==> src/rtl/ppu_pkg.sv <==
`default_nettype none
// ============================================================================
//  Module      : ppu_pkg
//  Description : Shared PPU types and timing constants for the background
//                fetch path (fetch state enum, VRAM bases, dot/line marks).
//  Revision    : 1.0 - initial release
// ============================================================================
package ppu_pkg;

    // Fetch sequencer states: *_A = address issued, *_D = data being latched
    typedef enum logic [3:0] {
        IDLE = 4'd0,
        NT_A = 4'd1,
        NT_D = 4'd2,
        AT_A = 4'd3,
        AT_D = 4'd4,
        PL_A = 4'd5,
        PL_D = 4'd6,
        PH_A = 4'd7,
        PH_D = 4'd8
    } bg_fetch_state_t;

    localparam logic [13:0] NT_BASE           = 14'h2000;
    localparam logic [13:0] AT_BASE           = 14'h23C0;
    localparam logic [8:0]  DOT_HCOPY         = 9'd257;
    localparam logic [8:0]  DOT_YINC          = 9'd256;
    localparam logic [8:0]  PRERENDER_LINE    = 9'd261;
    localparam logic [8:0]  VCOPY_FIRST       = 9'd280;
    localparam logic [8:0]  VCOPY_LAST        = 9'd304;
    localparam logic [8:0]  LAST_VISIBLE_LINE = 9'd239;
    localparam logic [8:0]  FETCH_FIRST       = 9'd1;
    localparam logic [8:0]  PREFETCH_FIRST    = 9'd321;
    localparam logic [8:0]  PREFETCH_LAST     = 9'd336;

endpackage : ppu_pkg
`default_nettype wire

==> src/rtl/loopy_v_reg.sv <==
`default_nettype none
// ============================================================================
//  Module      : loopy_v_reg
//  Description : Scroll address register v with coarse-X / Y increments and
//                horizontal / vertical copies from the t latch. Strobes are
//                already qualified with the dot enable by the parent.
//  Revision    : 1.0 - initial release
// ============================================================================
module loopy_v_reg (
    input  logic        clk,
    input  logic        rst_n,
    input  logic        inc_x,
    input  logic        inc_y,
    input  logic        copy_h,
    input  logic        copy_v,
    input  logic [14:0] t_reg,
    output logic [14:0] v_reg
);

    logic [14:0] r_v;
    logic [14:0] w_v_next;

    // Next-v: increments touch disjoint fields, so both may apply on one edge
    always_comb begin
        w_v_next = r_v;
        if (inc_x) begin
            if (r_v[4:0] == 5'd31) begin
                w_v_next[4:0] = 5'd0;
                w_v_next[10]  = ~r_v[10];
            end else begin
                w_v_next[4:0] = r_v[4:0] + 5'd1;
            end
        end
        if (inc_y) begin
            if (r_v[14:12] != 3'd7) begin
                w_v_next[14:12] = r_v[14:12] + 3'd1;
            end else begin
                w_v_next[14:12] = 3'd0;
                case (r_v[9:5])
                    5'd29: begin
                        w_v_next[9:5] = 5'd0;
                        w_v_next[11]  = ~r_v[11];
                    end
                    // rows 30/31 hold attribute data; wrap without a toggle
                    5'd31:   w_v_next[9:5] = 5'd0;
                    default: w_v_next[9:5] = r_v[9:5] + 5'd1;
                endcase
            end
        end
        if (copy_h) begin
            w_v_next[10]  = t_reg[10];
            w_v_next[4:0] = t_reg[4:0];
        end
        if (copy_v) begin
            w_v_next[14:11] = t_reg[14:11];
            w_v_next[9:5]   = t_reg[9:5];
        end
    end

    // Register v
    always_ff @(posedge clk) begin
        if (!rst_n) begin
            r_v <= 15'd0;
        end else begin
            r_v <= w_v_next;
        end
    end

    assign v_reg = r_v;

endmodule : loopy_v_reg
`default_nettype wire

==> src/rtl/bg_fetch_sequencer.sv <==
`default_nettype none
// ============================================================================
//  Module      : bg_fetch_sequencer
//  Description : PPU background fetch sequencer. Walks the 8-dot NT / AT /
//                pattern-lo / pattern-hi fetch group, drives VRAM reads,
//                latches returned bytes and pulses the shift-register load.
//  Revision    : 1.0 - initial release
// ============================================================================
module bg_fetch_sequencer
    import ppu_pkg::*;
(
    input  logic        clk,
    input  logic        rst_n,
    input  logic        dot_en,
    input  logic        render_en,
    input  logic [8:0]  dot,
    input  logic [8:0]  scanline,
    input  logic [14:0] t_reg,
    input  logic        bg_pt_sel,
    input  logic [7:0]  vram_rdata,
    output logic [13:0] vram_addr,
    output logic        vram_rd,
    output logic [7:0]  nt_byte,
    output logic [1:0]  at_bits,
    output logic [7:0]  pt_lo,
    output logic [7:0]  pt_hi,
    output logic        shift_load,
    output logic [14:0] v_reg
);

    bg_fetch_state_t r_state;
    logic [13:0]     r_vram_addr;
    logic            r_vram_rd;
    logic [7:0]      r_nt_byte;
    logic [1:0]      r_at_bits;
    logic [7:0]      r_pt_lo;
    logic [7:0]      r_pt_hi;
    logic            r_shift_load;

    logic [14:0] w_v;
    logic        w_fetch_line;
    logic        w_render_line;
    logic        w_fetch_dot;
    logic        w_in_group;
    logic [2:0]  w_phase;
    logic [13:0] w_nt_addr;
    logic [13:0] w_at_addr;
    logic [13:0] w_pt_addr;
    logic [7:0]  w_at_shifted;
    logic        w_inc_x;
    logic        w_inc_y;
    logic        w_copy_h;
    logic        w_copy_v;

    assign w_fetch_line  = (scanline <= LAST_VISIBLE_LINE) || (scanline == PRERENDER_LINE);
    assign w_render_line = render_en && w_fetch_line;
    assign w_fetch_dot   = w_render_line &&
                           (((dot >= FETCH_FIRST) && (dot <= DOT_YINC)) ||
                            ((dot >= PREFETCH_FIRST) && (dot <= PREFETCH_LAST)));
    assign w_phase       = dot[2:0];
    // PH_D is the resting state between groups, not part of an open fetch
    assign w_in_group    = (r_state != IDLE) && (r_state != PH_D);

    assign w_nt_addr    = NT_BASE | {2'b00, w_v[11:0]};
    assign w_at_addr    = AT_BASE | {2'b00, w_v[11:10], 4'b0000, w_v[9:7], w_v[4:2]};
    assign w_pt_addr    = {1'b0, bg_pt_sel, r_nt_byte, 1'b0, w_v[14:12]};
    // Quadrant select inside the attribute byte: {coarseY bit 1, coarseX bit 1}
    assign w_at_shifted = vram_rdata >> {w_v[6], w_v[1], 1'b0};

    assign w_inc_x  = dot_en && (r_state == PH_A) && w_fetch_dot;
    assign w_inc_y  = dot_en && w_render_line && (dot == DOT_YINC);
    assign w_copy_h = dot_en && w_render_line && (dot == DOT_HCOPY);
    assign w_copy_v = dot_en && render_en && (scanline == PRERENDER_LINE) &&
                      (dot >= VCOPY_FIRST) && (dot <= VCOPY_LAST);

    loopy_v_reg u_loopy_v_reg (
        .clk    (clk),
        .rst_n  (rst_n),
        .inc_x  (w_inc_x),
        .inc_y  (w_inc_y),
        .copy_h (w_copy_h),
        .copy_v (w_copy_v),
        .t_reg  (t_reg),
        .v_reg  (w_v)
    );

    // Fetch FSM with registered VRAM request, data latches and load pulse
    always_ff @(posedge clk) begin
        if (!rst_n) begin
            r_state      <= IDLE;
            r_vram_addr  <= 14'd0;
            r_vram_rd    <= 1'b0;
            r_nt_byte    <= 8'd0;
            r_at_bits    <= 2'd0;
            r_pt_lo      <= 8'd0;
            r_pt_hi      <= 8'd0;
            r_shift_load <= 1'b0;
        end else begin
            r_shift_load <= 1'b0;
            if (dot_en) begin
                if (w_in_group && !w_fetch_dot) begin
                    // Rendering dropped mid-group: abandon it, latches hold
                    r_state   <= IDLE;
                    r_vram_rd <= 1'b0;
                end else begin
                    case (r_state)
                        IDLE, PH_D: begin
                            if (w_fetch_dot && (w_phase == 3'd1)) begin
                                r_state     <= NT_A;
                                r_vram_addr <= w_nt_addr;
                                r_vram_rd   <= 1'b1;
                            end else begin
                                r_state <= IDLE;
                            end
                        end
                        NT_A: begin
                            r_nt_byte <= vram_rdata;
                            r_state   <= NT_D;
                        end
                        NT_D: begin
                            r_vram_addr <= w_at_addr;
                            r_state     <= AT_A;
                        end
                        AT_A: begin
                            r_at_bits <= w_at_shifted[1:0];
                            r_state   <= AT_D;
                        end
                        AT_D: begin
                            r_vram_addr <= w_pt_addr;
                            r_state     <= PL_A;
                        end
                        PL_A: begin
                            r_pt_lo <= vram_rdata;
                            r_state <= PL_D;
                        end
                        PL_D: begin
                            r_vram_addr <= r_vram_addr + 14'd8;
                            r_state     <= PH_A;
                        end
                        PH_A: begin
                            r_pt_hi      <= vram_rdata;
                            r_vram_rd    <= 1'b0;
                            r_shift_load <= 1'b1;
                            r_state      <= PH_D;
                        end
                        default: r_state <= IDLE;
                    endcase
                end
            end
        end
    end

    assign vram_addr  = r_vram_addr;
    assign vram_rd    = r_vram_rd;
    assign nt_byte    = r_nt_byte;
    assign at_bits    = r_at_bits;
    assign pt_lo      = r_pt_lo;
    assign pt_hi      = r_pt_hi;
    assign shift_load = r_shift_load;
    assign v_reg      = w_v;

endmodule : bg_fetch_sequencer
`default_nettype wire

==> config.mk <==
export PLATFORM = sky130hd
export DESIGN_NAME = bg_fetch_sequencer
export DESIGN_NICKNAME = d
export VERILOG_FILES = /design/src/rtl/ppu_pkg.sv /design/src/rtl/loopy_v_reg.sv /design/src/rtl/bg_fetch_sequencer.sv
export SDC_FILE = /design/constraint.sdc
export NUM_CORES = 1
export LEC_CHECK = 0
export ABC_AREA = 1
export CAP_MARGIN = 20
export CORE_ASPECT_RATIO = 0.5
export CORE_MARGIN = 2
export CORE_UTILIZATION = 25
export DETAILED_ROUTE_END_ITERATION = 8
export PLACE_DENSITY = 0.6
export REMOVE_ABC_BUFFERS = 1
export SYNTH_ARGS = -nofsm -noshare
export SYNTH_HDL_FRONTEND = slang
export SYNTH_HIERARCHICAL = 1
export SYNTH_SLANG_ARGS = --single-unit
==> constraint.sdc <==
create_clock -name clk -period 2.3 [get_ports clk]
set_input_delay 0.575 -clock clk [delete_from_list [all_inputs] [get_ports clk]]
set_output_delay 0.575 -clock clk [all_outputs]
set_load 0.02 [all_outputs]
==> results.cfg, run 1 <==
[status]
status = completed

[synth]
yosys.cell_types.count = 36
yosysWarnings = 6
netlist_area_um2 = 3580
synth_top_area_share_pct = 34.1
synthTopCellsByArea = dfxtp_1 (34%), nor2_1 (13%), nand2_1 (12%), inv_1 (6.4%), o21ai_0 (5.7%)
synthCells = 552
synth-seq-cells = 61
syn_area_per_cell_um2 = 6.48
seq_area_frac_synth_pct = 34.1
yosysTopAreaCell = dfxtp_1

[timing]
setup_tns_ns = 0
fmax_mhz = 460
finalCriticalPeriod_ns = 2.17
clock_skew_ns = 0.00530
fin_crit_sh_pct = 94.5
worstMarginPinSlew_ns = 0.424
fin_hold_ws_ns = 0.471
final_max_slew_viol_count = 0
grt_setup_unrepaired = yes
hold_viol = 0
setup_violations = 0
slew_headroom_pct = 71.5

[place]
dp_hpwl_um = 9000
port_buffers = 102
placed_cell_area_um2 = 5050
place_congestion = 0.835

[route]
drt_iter0_markers = 291
viasPerCell = 4.55
drtAntennaViolNets = 0
wl_per_cell_um = 13.3
first_pass_iters = 5
wl_um = 11800
num_vias = 4027
drc = 0

[layout]
fin_area_um2 = 5400
syn_to_final_growth_pct = 50.8
final_cell_mix = nor2_1 (123), nand2_1 (114), clkdlybuf4s50_1 (101), dfxtp_1 (61), inv_1 (60)
diodes = 0
layout-drive-gt1-share_pct = 12.4
fin_nets = 743
layout.cells.most_common = nor2_1
final_core_util_pct = 39.2
largest_register_ffs = 15

[floorplanning]
io_pins = 103
fp.dieH_um = 88.6
die_w_um = 173
initial_utilization_pct = 26.0
num_rows = 30
fp.dieArea_um2 = 15400
coreArea_um2 = 13800

[power]
clkPwrFrac_pct = 53.2
power_w = 0.00278
power_switching_share_pct = 23.1
p_leak_nw = 2.27
p_int_w = 0.00213
powerDensity_nw_per_um2 = 515
combPwrFrac_pct = 8.2
irDropWorstVdd_mv = 0.315
p_sw_w = 0.000643
seq_power_share_pct = 38.6

[min_path]
hold_start = at_bits[0]
min_to = at_bits[0]
hold_path.class = reg2reg
hold_path_depth = 2

[worst_setup_path]
cp-startpoint = scanline[8]
crit_type = in2reg
ff2ff_path_depth = 9
critPathRequiredTime_ns = 2.52
r2r_end = vram_addr[1]
cp_max_fo = 7
cp.arrival_ns = 2.40
r2r_setup_slack_ns = 0.42
r2r_start = r_state[2]
cp-end-kind = flip-flop
startpoint_type = primary input

[global_route]
grt_pass1_vias = 3785
grt_usage_pct = 15.6
grt_pass1_wl_um = 19100
grt_antenna_before_repair = 0
grt_max_degree = 55
overflow = 0

[clock_tree]
clockBufferDepth = 2
clkTransAtPathRegs_ns = 0.06
htreeDepth = 3
insertion_delay_ns = 0.33
cts_made_buffers = 9
cts_setup_buffers = 0
cts.sinks = 61
cts_tree = built
root_buffer = clkbuf_16

[flow_run]
max_cap_violations = 0
==> kinds of logic after synthesis <==
group           count (synthesis)  synth area share, %
fa+ha+maj                       8                 2.80
buf+inv                        76                 8.88
compound gates                 96                 15.9
simple gates                  309                 37.9
flops                          61                 34.1
xor+xnor                        2                0.489
==> final cells by class <==
type | count | area, µm²
fill | 1440 | 8380
multi-input combinational | 415 | 2060
timing repair buffer | 135 | 1300
sequential | 61 | 1220
inverter | 67 | 251
tap | 192 | 240
clock buffer | 9 | 225
clock inverter | 7 | 97.6
==> worst max-delay path, stage by stage <==
cell             delay (ns)
clkdlybuf4s50_1        0.49
nand2_1                0.07
nor2_1                 0.11
nand3_2                0.12
a21oi_4                0.22
inv_1                  0.09
nor4_2                 0.14
buf_4                  0.18
a21oi_4                0.09
inv_2                  0.10
nand3_1                0.08
nand2_1                0.08
nor2_2                 0.03
==> metal layers <==
| metal | global-route usage [%] | wire length [µm] | part of all wire, % | vias to the layer above |
|---|---|---|---|---|
| met5 | 0 | 0 | 0 | - |
| met2 | 26.3 | 5410 | 46 | 124 |
| met4 | 3.24 | 96 | 0.81 | 0 |
| met1 | 20.6 | 5550 | 47 | 1815 |
| li1 | - | - | - | 2079 |
| met3 | 3.91 | 742 | 6.3 | 9 |
==> synthesized netlist by cell type (all sizes together) <==
cell and instances:
a21oi 30, nand2 122, ha 8, a22oi 2, nand3b 1, a221oi 5, o21a 1, o21ai 46
nand4 11, inv 67, a32o 2, nor2 136, nor3 6, a31oi 3, o22ai 3, xor2 2
clkbuf 2, o211a 1, o2bb2ai 1, nor4 1, buf 7, a211oi 2, nand3 32, dfxtp 61
==> how the worst max path moves through the flow <==
stage	endpoint	slack, ns
final	u_loopy_v_reg/v_reg[11]	0.13
after global routing	vram_addr[3]	0.001
after CTS	u_loopy_v_reg/v_reg[10]	0.12
after detailed placement	u_loopy_v_reg/v_reg[10]	-0.20
after global placement	u_loopy_v_reg/v_reg[11]	-0.16
after floorplan	u_loopy_v_reg/v_reg[11]	-0.18
==> timing repair <==
item | CTS | global route
hold buffers | 0 | 0
endpoints found under the setup margin | 0 | 11
resized for setup | 0 | 7
==> per-stage QoR <==
step,setup WS (ns),instances
6_report,0.127,886
5_1_grt,0.00141,886
4_1_cts,0.122,886
3_5_place_dp,-0.204,870
3_3_place_gp,-0.156,870
2_1_floorplan,-0.179,543
==> power by group through the flow <==
stage / sequential, W / combinational (W) / clock (W)
final: 0.00107 / 0.000229 / 0.00148
after global routing: 0.00107 / 0.000249 / 0.00156
after floorplan: 0.00110 / 0.0000665 / 0
after global placement: 0.00109 / 0.000225 / 0
after CTS: 0.00107 / 0.000229 / 0.00150
after detailed placement: 0.00109 / 0.000228 / 0
(Power assumes the default switching activity.)
==> run 2, diff against run 1 <==
clock period = 1.79 ns   (was 2.3 ns; I/O delays follow)
==> run 2 against run 1 <==
Effect of this change:
- first-iteration DRC count is 10% lower
- total power is 26% higher
- largest cell class unchanged
- final cell count grew 4.1%
- die area unchanged
- sequential cell count unchanged
- non-clock buffer count rose by 36
- cell area up 7.8%
- sequential share of layout area down 1.6 points
- largest power group unchanged
- global-route usage about the same
- clock power rose by 22%
==> results.cfg, run 2 (synthesized netlist as in run 1, its figures left out) <==
[status]
status = completed

[timing]
hold_viol = 0
final_max_slew_viol_count = 0
grt_setup_unrepaired = yes
finalCriticalPeriod_ns = 1.76
fin_crit_sh_pct = 98.3
layout_setup_ws_ns = 0.0309
clock_skew_ns = 0.00595
setup_violations = 0
slew_headroom_pct = 71.8
fmax_mhz = 568
worstMarginPinSlew_ns = 0.422

[floorplanning]
coreArea_um2 = 13800
io_pins = 103
fp.dieH_um = 88.6
initial_utilization_pct = 26.0
fp.dieArea_um2 = 15400
num_rows = 30
die_w_um = 173

[route]
drc = 0
drtAntennaViolNets = 0
wl_per_cell_um = 13.5
first_pass_iters = 5
wl_um = 12500
num_vias = 4123
viasPerCell = 4.47
drt_iter0_markers = 261

[place]
place_congestion = 0.863
dp_hpwl_um = 9310
port_buffers = 102
dp_slack_ns = -0.571

[layout]
fillCellCount = 1394
final_cell_mix = nor2_1 (120), nand2_1 (108), buf_4 (61), dfxtp_1 (60), inv_1 (55)
syn_to_final_growth_pct = 62.5
multi_input_area_um2 = 2220
final_core_util_pct = 42.2
layout-drive-gt1-share_pct = 21.8
fin_nets = 779
diodes = 0
largest_register_ffs = 15
layout.cells.most_common = nor2_1
seq_area_um2 = 1220

[worst_setup_path]
crit_path_top_delay_cell = clkdlybuf4s50_1
r2r_end = vram_addr[8]
ff2ff_path_depth = 11
worstSetupEndpoint = nt_byte[7]
critical_path.top_delay_family = buffers and inverters
slowest_delay_ns = 0.62
crit_type = reg2out
cp-end-kind = output port
cp_cell_sequence = clkdlybuf4s50_1
cp.depth = 1
critPathRequiredTime_ns = 1.34
r2r_start = r_state[0]
crit_buf_inv = 1
cp-startpoint = nt_byte[7]
r2r_setup_slack_ns = 0.10
startpoint_type = flip-flop
cp.arrival_ns = 1.31
cp_max_fo = 3

[power]
p_leak_nw = 2.88
irDropWorstVdd_mv = 0.414
powerDensity_nw_per_um2 = 603

[global_route]
grt_pass1_vias = 3875
grt_usage_pct = 15.7
overflow = 0
grt_max_degree = 55
grt_pass1_wl_um = 19000
grt_antenna_before_repair = 0

[min_path]
hold_path.class = reg2reg
hold_path_depth = 2

[clock_tree]
insertion_delay_ns = 0.34
cts_tree = built
cts_hold_buf = 0
clockBufferDepth = 2
clkTransAtPathRegs_ns = 0.06
cts.sinks = 61
htreeDepth = 3
root_buffer = clkbuf_16
cts_made_buffers = 9

[flow_run]
max_cap_violations = 0
run 2: routing by layer:
metal / GRT usage, % / up-vias / wire length, µm / part of all wire, %
li1: - / 2152 / - / -
met1: 20.0 / 1854 / 5800 / 46
met2: 26.3 / 105 / 5770 / 46
met3: 3.95 / 12 / 776 / 6.2
met4: 5.08 / 0 / 138 / 1.1
met5: 0 / - / 0 / 0
run 2: worst min path at each step:
stage,slack [ns],to,from
2_1_floorplan,0.48,r_state[0],r_state[0]
6_report,0.48,at_bits[0],at_bits[0]
5_1_grt,0.51,at_bits[0],at_bits[0]
3_3_place_gp,0.47,at_bits[0],at_bits[0]
3_5_place_dp,0.47,at_bits[0],at_bits[0]
4_1_cts,0.48,at_bits[0],at_bits[0]
run 2: final cells by class:
class | instances | area share [%]
well taps | 192 | 4.13
multi-input cells | 415 | 38.2
repair buffers | 171 | 26.9
flip-flops and latches | 61 | 21.0
clock buffers | 9 | 3.87
clock inverters | 7 | 1.44
inverters | 67 | 4.47
run 2: power by group:
part | switching, W | internal, W | leakage (nW)
logic | 0.000166 | 0.000163 | 2.24
registers | 0.00000786 | 0.00137 | 0.492
clock network | 0.000710 | 0.00110 | 0.148
total | 0.000884 | 0.00263 | 2.88
run 2: through the flow:
stage | area (µm²) | instances | power (W) | hold WS (ns) | TNS [ns]
global route | 5820 | 922 | 0.00362 | 0.510 | -0.0920
finish | 5820 | 922 | 0.00351 | 0.485 | 0
global placement | 5230 | 894 | 0.00171 | 0.472 | -26.98
CTS | 5550 | 913 | 0.00351 | 0.482 | -0.00735
detailed placement | 5230 | 894 | 0.00171 | 0.467 | -29.07
floorplan | 3510 | 543 | 0.00150 | 0.481 | -6.43
run 2: what timing repair did:
action	4_1_cts	5_1_grt
setup buffers	3	8
resized for setup	54	92
setup endpoints to repair	78	68
pin swaps	10	37
gates cloned	0	1
